**config.mk**
```make
export PLATFORM = sky130hd
export DESIGN_NAME = ddfs_range_ctrl
export DESIGN_NICKNAME = d
export VERILOG_FILES = /design/src/rtl/ddfs_pkg.sv /design/src/rtl/ddfs_cycle_timer.sv /design/src/rtl/ddfs_range_ctrl.sv
export SDC_FILE = /design/constraint.sdc
export NUM_CORES = 1
export LEC_CHECK = 0
export CAP_MARGIN = 10
export CORE_AREA = 2 2 89 91
export CTS_CLUSTER_DIAMETER = 120
export DETAILED_ROUTE_END_ITERATION = 7
export DIE_AREA = 0 0 91 93
export GPL_TIMING_DRIVEN = 0
export PLACE_DENSITY = 0.66
export RECOVER_POWER = 50
export SLEW_MARGIN = 20
export SYNTH_ARGS = -nofsm -noshare
export SYNTH_HDL_FRONTEND = slang
export SYNTH_SLANG_ARGS = --single-unit
```
**constraint.sdc**
```tcl
create_clock -name clk_in -period 6.9 [get_ports clk_in]
set_input_delay 0.69 -clock clk_in [delete_from_list [all_inputs] [get_ports clk_in]]
set_output_delay 0.69 -clock clk_in [all_outputs]
set_load 0.01 [all_outputs]
```
**src/rtl/ddfs_pkg.sv**
```systemverilog
// Shared types and range helpers for the DDFS divider range controller.
package ddfs_pkg;

    typedef enum logic [1:0] {
        IDLE      = 2'd0,
        WAIT_EDGE = 2'd1,
        APPLY     = 2'd2,
        SETTLE    = 2'd3
    } state_e;

    localparam int unsigned RANGE_MIN = 0;
    localparam int unsigned RANGE_MAX = 6;
    localparam int unsigned RANGE_W   = 3;

    // Code 7 is not a legal divider range; fold it onto the top range.
    function automatic logic [RANGE_W-1:0] clamp_range(input logic [RANGE_W-1:0] r);
        return (r > RANGE_W'(RANGE_MAX)) ? RANGE_W'(RANGE_MAX) : r;
    endfunction

    function automatic logic [RANGE_W-1:0] next_range(input logic [RANGE_W-1:0] r);
        return (r >= RANGE_W'(RANGE_MAX)) ? RANGE_W'(RANGE_MIN) : r + 1'b1;
    endfunction

    function automatic int unsigned max3(input int unsigned a, input int unsigned b,
                                         input int unsigned c);
        int unsigned m;
        m = (a > b) ? a : b;
        return (m > c) ? m : c;
    endfunction

endpackage

```
**src/rtl/ddfs_cycle_timer.sv**
```systemverilog
// Loadable down-counter that sticks at zero; load takes priority over count.
module ddfs_cycle_timer #(
    parameter int unsigned W = 8
) (
    input  logic         clk_i,
    input  logic         rst_ni,
    input  logic         load_i,
    input  logic [W-1:0] load_val_i,
    input  logic         en_i,
    output logic         zero_o
);

    logic [W-1:0] cnt_q;
    logic [W-1:0] cnt_d;

    always_comb begin
        cnt_d = cnt_q;
        if (load_i) begin
            cnt_d = load_val_i;
        end else if (en_i && (cnt_q != '0)) begin
            cnt_d = cnt_q - 1'b1;
        end
    end

    always_ff @(posedge clk_i) begin
        if (!rst_ni) begin
            cnt_q <= '0;
        end else begin
            cnt_q <= cnt_d;
        end
    end

    assign zero_o = (cnt_q == '0);

endmodule

```
**src/rtl/ddfs_range_ctrl.sv**
```systemverilog
// Range-change sequencer for the DDFS divider: switches freq_cntrl on a
// div_clk falling edge (or after a timeout), pulses the divider reset, settles.
module ddfs_range_ctrl
    import ddfs_pkg::*;
#(
    parameter int unsigned RESET_RANGE = 3,
    parameter int unsigned TIMEOUT_CYC = 1000000,
    parameter int unsigned SETTLE_CYC  = 4,
    parameter int unsigned DWELL_CYC   = 50000000
) (
    input  logic               clk_in,
    input  logic               rst_n,
    input  logic               req_valid,
    input  logic [RANGE_W-1:0] req_range,
    output logic               req_ready,
    input  logic               sweep_en,
    input  logic               div_clk,
    output logic [RANGE_W-1:0] freq_cntrl,
    output logic               div_rst_n,
    output logic               busy,
    output logic               done
);

    localparam int unsigned CNT_W = $clog2(max3(TIMEOUT_CYC, DWELL_CYC, SETTLE_CYC)) + 1;

    localparam logic [CNT_W-1:0] TIMEOUT_LOAD = CNT_W'(TIMEOUT_CYC);
    localparam logic [CNT_W-1:0] SETTLE_LOAD  = (SETTLE_CYC > 0) ? CNT_W'(SETTLE_CYC - 1) : '0;
    localparam logic [CNT_W-1:0] DWELL_LOAD   = (DWELL_CYC > 0) ? CNT_W'(DWELL_CYC - 1) : '0;

    state_e             state_q, state_d;
    logic [RANGE_W-1:0] freq_q, freq_d;
    logic [RANGE_W-1:0] pending_q, pending_d;
    logic               div_rst_n_q, div_rst_n_d;
    logic               done_q, done_d;
    logic               div_prev_q;

    logic               tmr_load, tmr_en, tmr_zero;
    logic [CNT_W-1:0]   tmr_val;
    logic               dwell_load, dwell_en, dwell_zero;

    logic               accept;
    logic               fall;
    logic [RANGE_W-1:0] req_cl;

    assign accept = req_valid && (state_q == IDLE);
    assign fall   = div_prev_q && !div_clk;
    assign req_cl = clamp_range(req_range);

    always_comb begin
        state_d     = state_q;
        freq_d      = freq_q;
        pending_d   = pending_q;
        div_rst_n_d = 1'b1;
        done_d      = 1'b0;
        tmr_load    = 1'b0;
        tmr_val     = TIMEOUT_LOAD;
        tmr_en      = 1'b0;
        dwell_load  = 1'b0;
        dwell_en    = 1'b0;

        unique case (state_q)
            IDLE: begin
                dwell_en = sweep_en;
                // External request wins; a coincident sweep step is dropped.
                if (accept) begin
                    dwell_load = 1'b1;
                    if (req_cl == freq_q) begin
                        done_d = 1'b1;
                    end else begin
                        pending_d = req_cl;
                        tmr_load  = 1'b1;
                        state_d   = WAIT_EDGE;
                    end
                end else if (!sweep_en) begin
                    dwell_load = 1'b1;
                end else if (dwell_zero) begin
                    pending_d = next_range(freq_q);
                    tmr_load  = 1'b1;
                    state_d   = WAIT_EDGE;
                end
            end
            WAIT_EDGE: begin
                if (fall || tmr_zero) begin
                    state_d = APPLY;
                end else begin
                    tmr_en = 1'b1;
                end
            end
            APPLY: begin
                freq_d      = pending_q;
                div_rst_n_d = 1'b0;
                tmr_load    = 1'b1;
                tmr_val     = SETTLE_LOAD;
                state_d     = SETTLE;
            end
            SETTLE: begin
                if (tmr_zero) begin
                    state_d    = IDLE;
                    done_d     = 1'b1;
                    dwell_load = 1'b1;
                end else begin
                    tmr_en = 1'b1;
                end
            end
        endcase
    end

    always_ff @(posedge clk_in) begin
        if (!rst_n) begin
            state_q     <= IDLE;
            freq_q      <= RANGE_W'(RESET_RANGE);
            pending_q   <= RANGE_W'(RESET_RANGE);
            div_rst_n_q <= 1'b0;
            done_q      <= 1'b0;
            div_prev_q  <= 1'b0;
        end else begin
            state_q     <= state_d;
            freq_q      <= freq_d;
            pending_q   <= pending_d;
            div_rst_n_q <= div_rst_n_d;
            done_q      <= done_d;
            div_prev_q  <= div_clk;
        end
    end

    // Shared between the edge timeout and the post-reset settle window.
    ddfs_cycle_timer #(
        .W (CNT_W)
    ) u_step_timer (
        .clk_i      (clk_in),
        .rst_ni     (rst_n),
        .load_i     (tmr_load),
        .load_val_i (tmr_val),
        .en_i       (tmr_en),
        .zero_o     (tmr_zero)
    );

    ddfs_cycle_timer #(
        .W (CNT_W)
    ) u_dwell_timer (
        .clk_i      (clk_in),
        .rst_ni     (rst_n),
        .load_i     (dwell_load),
        .load_val_i (DWELL_LOAD),
        .en_i       (dwell_en),
        .zero_o     (dwell_zero)
    );

    assign freq_cntrl = freq_q;
    assign div_rst_n  = div_rst_n_q;
    assign done       = done_q;
    assign busy       = (state_q != IDLE);
    assign req_ready  = (state_q == IDLE);

endmodule
```
==> flow_results.org <==
** Job
- Number of maximum-capacitance violations :: 0

** Synth
- Synth Register Bits :: between 60 and 70
- In the synthesized netlist the dominant register cell turns out to be sky130_fd_sc_hd__dfxtp_1.
- A synthesized cell averages 8.43 um^2.
- After synthesis, the share of flip-flops with an asynchronous set or reset is 0%.
- The cell count after synthesis came out at approximately 430.
- The number of different library cells used by synthesis comes to 57.
- Number of synthesized flops with an enable pin :: 0
- Counting every net in the synthesized netlist gives between 400 and 500.
- During synthesis, Yosys emitted a total of 0 warnings.
- Sequential cells were found to cover a little over a third of the synthesized design area.
- Netlist Area Pre-Place :: around 3600 um^2

** CTS
- Counting along the longest clock path gives a buffer depth of 2.
- TritonCTS built the clock tree.
- Clock tree synthesis selected as its root buffer the cell sky130_fd_sc_hd__clkbuf_8.
- Clock tree synthesis inserted a total of 9 buffers.
- Cells resized by post-CTS repair :: 0
- Number of setup buffers added after CTS :: 0
- Clock-pin slew on the worst setup and hold paths :: about 0.070 ns
- Clock latency at the later pin of the worst-skew pair :: approximately 0.35 ns
- Hold repair after CTS inserted 0 buffers.
- The H-tree was split into 3 levels.
- CTS saw 65 sinks.

** Drt
- Detailed-route via count :: approximately 3400
- Violation count after the first detailed-route iteration :: around 180
- Before antenna repair, the detailed router went through 5 iterations.
- After detailed routing, the number of remaining DRC violations is 0.
- Once detail routing completed, the nets flagged for antenna violations numbered 0.
- Using the TritonRoute via totals, the vias-per-cell ratio works out to between 6 and 7.
- Routed len/inst :: between 15 and 20 um
- Total Wirelength :: 9030 um

** Cells and area
- Summing all multi-input logic gate instances after layout gives approximately 2100 um^2.
- Leading cell type in the layout, fill and taps excluded :: sky130_fd_sc_hd__dfxtp_1
- Across the whole layout, storage elements account for roughly 1300 um^2.
- Share of layout cells above drive strength 1 :: about 6.3%
- Fill cell instance count of the final layout :: between 700 and 800
- Commonest cells after routing, fill and taps aside :: sky130_fd_sc_hd__dfxtp_1 (65), sky130_fd_sc_hd__a21oi_1 (31), sky130_fd_sc_hd__or4_1 (30), sky130_fd_sc_hd__or3_1 (25), sky130_fd_sc_hd__nand2_1 (24)
- Final antenna diode count :: 0
- Synthesis-to-finish area growth :: 10.8%
- After the last flow step, the layout net total stands at 471.
- Post-route cell area :: approximately 4000 um^2

** STA
- Worst hold slack :: between 0.4 and 0.5 ns
- Based on the critical path, the design can be clocked at up to 281 MHz.
- The total count of hold-check failures in the final report came to 0.
- The final max-slew violation count is 0.
- At the pin with the least slew margin, the transition time is roughly 1.1 ns.
- Adding up every negative setup slack in the final design gives 0 ns.
- Setup violations remaining at the end of the flow were counted as 0.
- The worst path uses 51.5% of the clock period.
- RSZ-0062 raised after global routing :: no
- Worst Clk Skew :: about 0.0079 ns
- Final min period :: roughly 3.6 ns
- Headroom to the max-slew limit came out at approximately a quarter.

** Critical path
- Ordered cell list for the critical path :: or4_1 -> clkbuf_1 -> or3_1 -> o41a_1 -> clkbuf_1 -> o21ai_0 -> buf_4 -> a21oi_1
- The worst setup path is launched from a register.
- Launching element of the worst setup path :: u_dwell_timer.cnt_q[2]$_SDFFE_PN0P_
- The largest single stage delay on the critical path is 0.90 ns.
- Startpoint of the worst register-to-register path :: u_dwell_timer.cnt_q[2]$_SDFFE_PN0P_
- STA classifies the critical path endpoint as a register.
- The worst setup path is of the reg2reg kind.
- Flop-to-flop setup slack :: approximately 3.3 ns
- The critical path contains buffers and inverters numbering 3 combined.
- Data on the critical path arrives at its endpoint at 3.78 ns.
- By instance count, the cell type seen most on the critical path is sky130_fd_sc_hd__clkbuf_1.
- Along the worst path, the maximum fanout reaches 10.
- Worst-path cell with the longest stage delay :: sky130_fd_sc_hd__o21ai_0
- In this design, the largest share of critical-path delay is due to compound AO/OA/AOI/OAI gates.
- Worst EP required :: between 7 and 8 ns

** Die
- Die area :: around 8500 um^2
- Floorplan die height :: just over 90 um
- Width of the chip :: between 90 and 100 um
- The total area inside the core boundary comes to ~7500 um^2.
- Starting density of the core :: 48.1%
- I/O Pins :: 15
- The initialized floorplan defines 32 standard-cell rows.

** Pwr
- Share of power burned in the clock network :: approximately 17%
- Switching component of the power :: around 860 uW
- Across the VDD grid, the largest voltage drop is 0.175 mV.
- Net switching is 45.7% of the power.
- Power spread over the standard cell area amounts to between 400 and 500 nW/um^2.
- Part of the total power dissipated in sequential elements :: 33.8%
- Combinational logic burns 49.7% of the power.
- The internal power of the cells totals just over 1000 uW.
- The analysis attributes to cell leakage a power of ~0.0014 uW.

** Placement
- During placement, the flow inserted port buffers numbering 14.
- Routability-driven placement finished with a final weighted congestion of 0.873.
- Summing all placed instances gives a cell area of roughly 3900 um^2.
- The wire-length estimate of the detail-placed layout is around 6500 um.

** Outcome
- The run finished with clean final reports.

** GRT
- Gr usage total :: between 20% and 30%
- Residual overflow from global routing :: 0
- Number of antenna violations at the first check in global routing :: 0
- The number of global-route vias before repair is ~3200.
- First-pass GRT wire length :: approximately 15000 um
- Entering global routing, the biggest net connects 12 pins.

** Hold path
- In this run the worst hold path is classified as reg2reg.
- Hold path start :: u_step_timer.cnt_q[26]$_SDFFE_PN0P_
## synth_stat cells, types with 3 or more instances
master | number | share of area (%)
sky130_fd_sc_hd__dfxtp_1 | 65 | 36
sky130_fd_sc_hd__a21oi_1 | 31 | 4.3
sky130_fd_sc_hd__or4_1 | 30 | 6.2
sky130_fd_sc_hd__nand2_1 | 24 | 2.5
sky130_fd_sc_hd__or3_1 | 24 | 4.2
sky130_fd_sc_hd__nor2_1 | 21 | 2.2
sky130_fd_sc_hd__o211ai_1 | 21 | 4.4
sky130_fd_sc_hd__inv_1 | 19 | 2.0
sky130_fd_sc_hd__nand3_1 | 18 | 2.5
sky130_fd_sc_hd__o21ai_0 | 18 | 2.5
sky130_fd_sc_hd__nor4_1 | 14 | 2.4
sky130_fd_sc_hd__nor3_1 | 13 | 1.8
sky130_fd_sc_hd__a31oi_1 | 9 | 1.6
sky130_fd_sc_hd__ha_1 | 9 | 3.1
sky130_fd_sc_hd__o31ai_1 | 9 | 1.9
sky130_fd_sc_hd__clkbuf_1 | 8 | 0.83
sky130_fd_sc_hd__nand4_1 | 8 | 1.4
sky130_fd_sc_hd__buf_2 | 7 | 0.97
sky130_fd_sc_hd__mux2i_1 | 6 | 1.7
sky130_fd_sc_hd__nand2b_1 | 6 | 1.0
sky130_fd_sc_hd__o21a_1 | 5 | 1.0
sky130_fd_sc_hd__xnor2_1 | 4 | 0.97
sky130_fd_sc_hd__a31o_2 | 3 | 0.73
sky130_fd_sc_hd__nor4b_1 | 3 | 0.73
sky130_fd_sc_hd__o311ai_0 | 3 | 0.73
sky130_fd_sc_hd__o311ai_1 | 3 | 0.73
sky130_fd_sc_hd__o41ai_1 | 3 | 0.73
sky130_fd_sc_hd__xor2_1 | 3 | 0.73
## registers in the layout (all words and copies together) (netlist names)
signal	flops
div_rst_n	1
freq_cntrl	3
done	1
state_q	2
pending_q	3
u_dwell_timer.cnt_q	27
div_prev_q	1
u_step_timer.cnt_q	27
## metal layers
metal  wire length [um]  GRT usage (%)  vias up
li1                   -              -     1722
met1               4290           29.1     1611
met2               4230           37.4       79
met3                326           3.30       15
met4                185           9.72        0
met5                  0              0        -
## final cells by class
cell class,instances,area share [%]
plain buffers,20,2.09
flip-flops and latches,65,32.5
clock buffers,9,3.09
well taps,102,3.18
multi-input cells,324,52.3
repair buffers,14,3.50
clock inverters,6,1.50
inverters,20,1.87
## path summary, 6_finish.rpt
check                                             end  depth (start not counted)
setup reg to reg   u_step_timer.cnt_q[3]$_SDFFE_PN0P_                          8
hold / removal    u_step_timer.cnt_q[26]$_SDFFE_PN0P_                          2
setup / recovery   u_step_timer.cnt_q[3]$_SDFFE_PN0P_                          8
hold reg to reg   u_step_timer.cnt_q[26]$_SDFFE_PN0P_                          2
## logic make-up after synthesis
kind of cell	after synthesis	share of synthesized area [%]
compound gates	124	24.0
buf+inv	40	4.91
fa+ha+maj	9	3.11
xor+xnor	7	1.69
simple gates	178	28.6
mux	6	1.66
flops	65	36.0
## power by group through the flow
stage | logic (uW) | registers, uW | clock network [uW]
after floorplan | 748 | 607 | 0
after global placement | 955 | 633 | 0
after detailed placement | 973 | 639 | 0
after CTS | 979 | 632 | 317
after global routing | 1060 | 657 | 332
final | 934 | 635 | 311
## metrics by stage
step	utilization, %	power (uW)	std cells	setup slack (ns)
floorplan	-	1350	429	4.35
global placement	51.6	1590	545	3.87
detailed placement	51.6	1610	545	3.86
CTS	54.1	1930	560	4.03
global route	53.3	2050	560	3.15
finish	53.3	1880	560	3.35
## tightest hold or removal path: cells and delay by family, from the launching register on
kind | cells | cell delay, ns
buffers and inverters | 1 | 0.06
DFF | 1 | 0.31
and+or+nand+nor | 1 | 0.05
No activity file was read; power rests on OpenSTA's default activity.
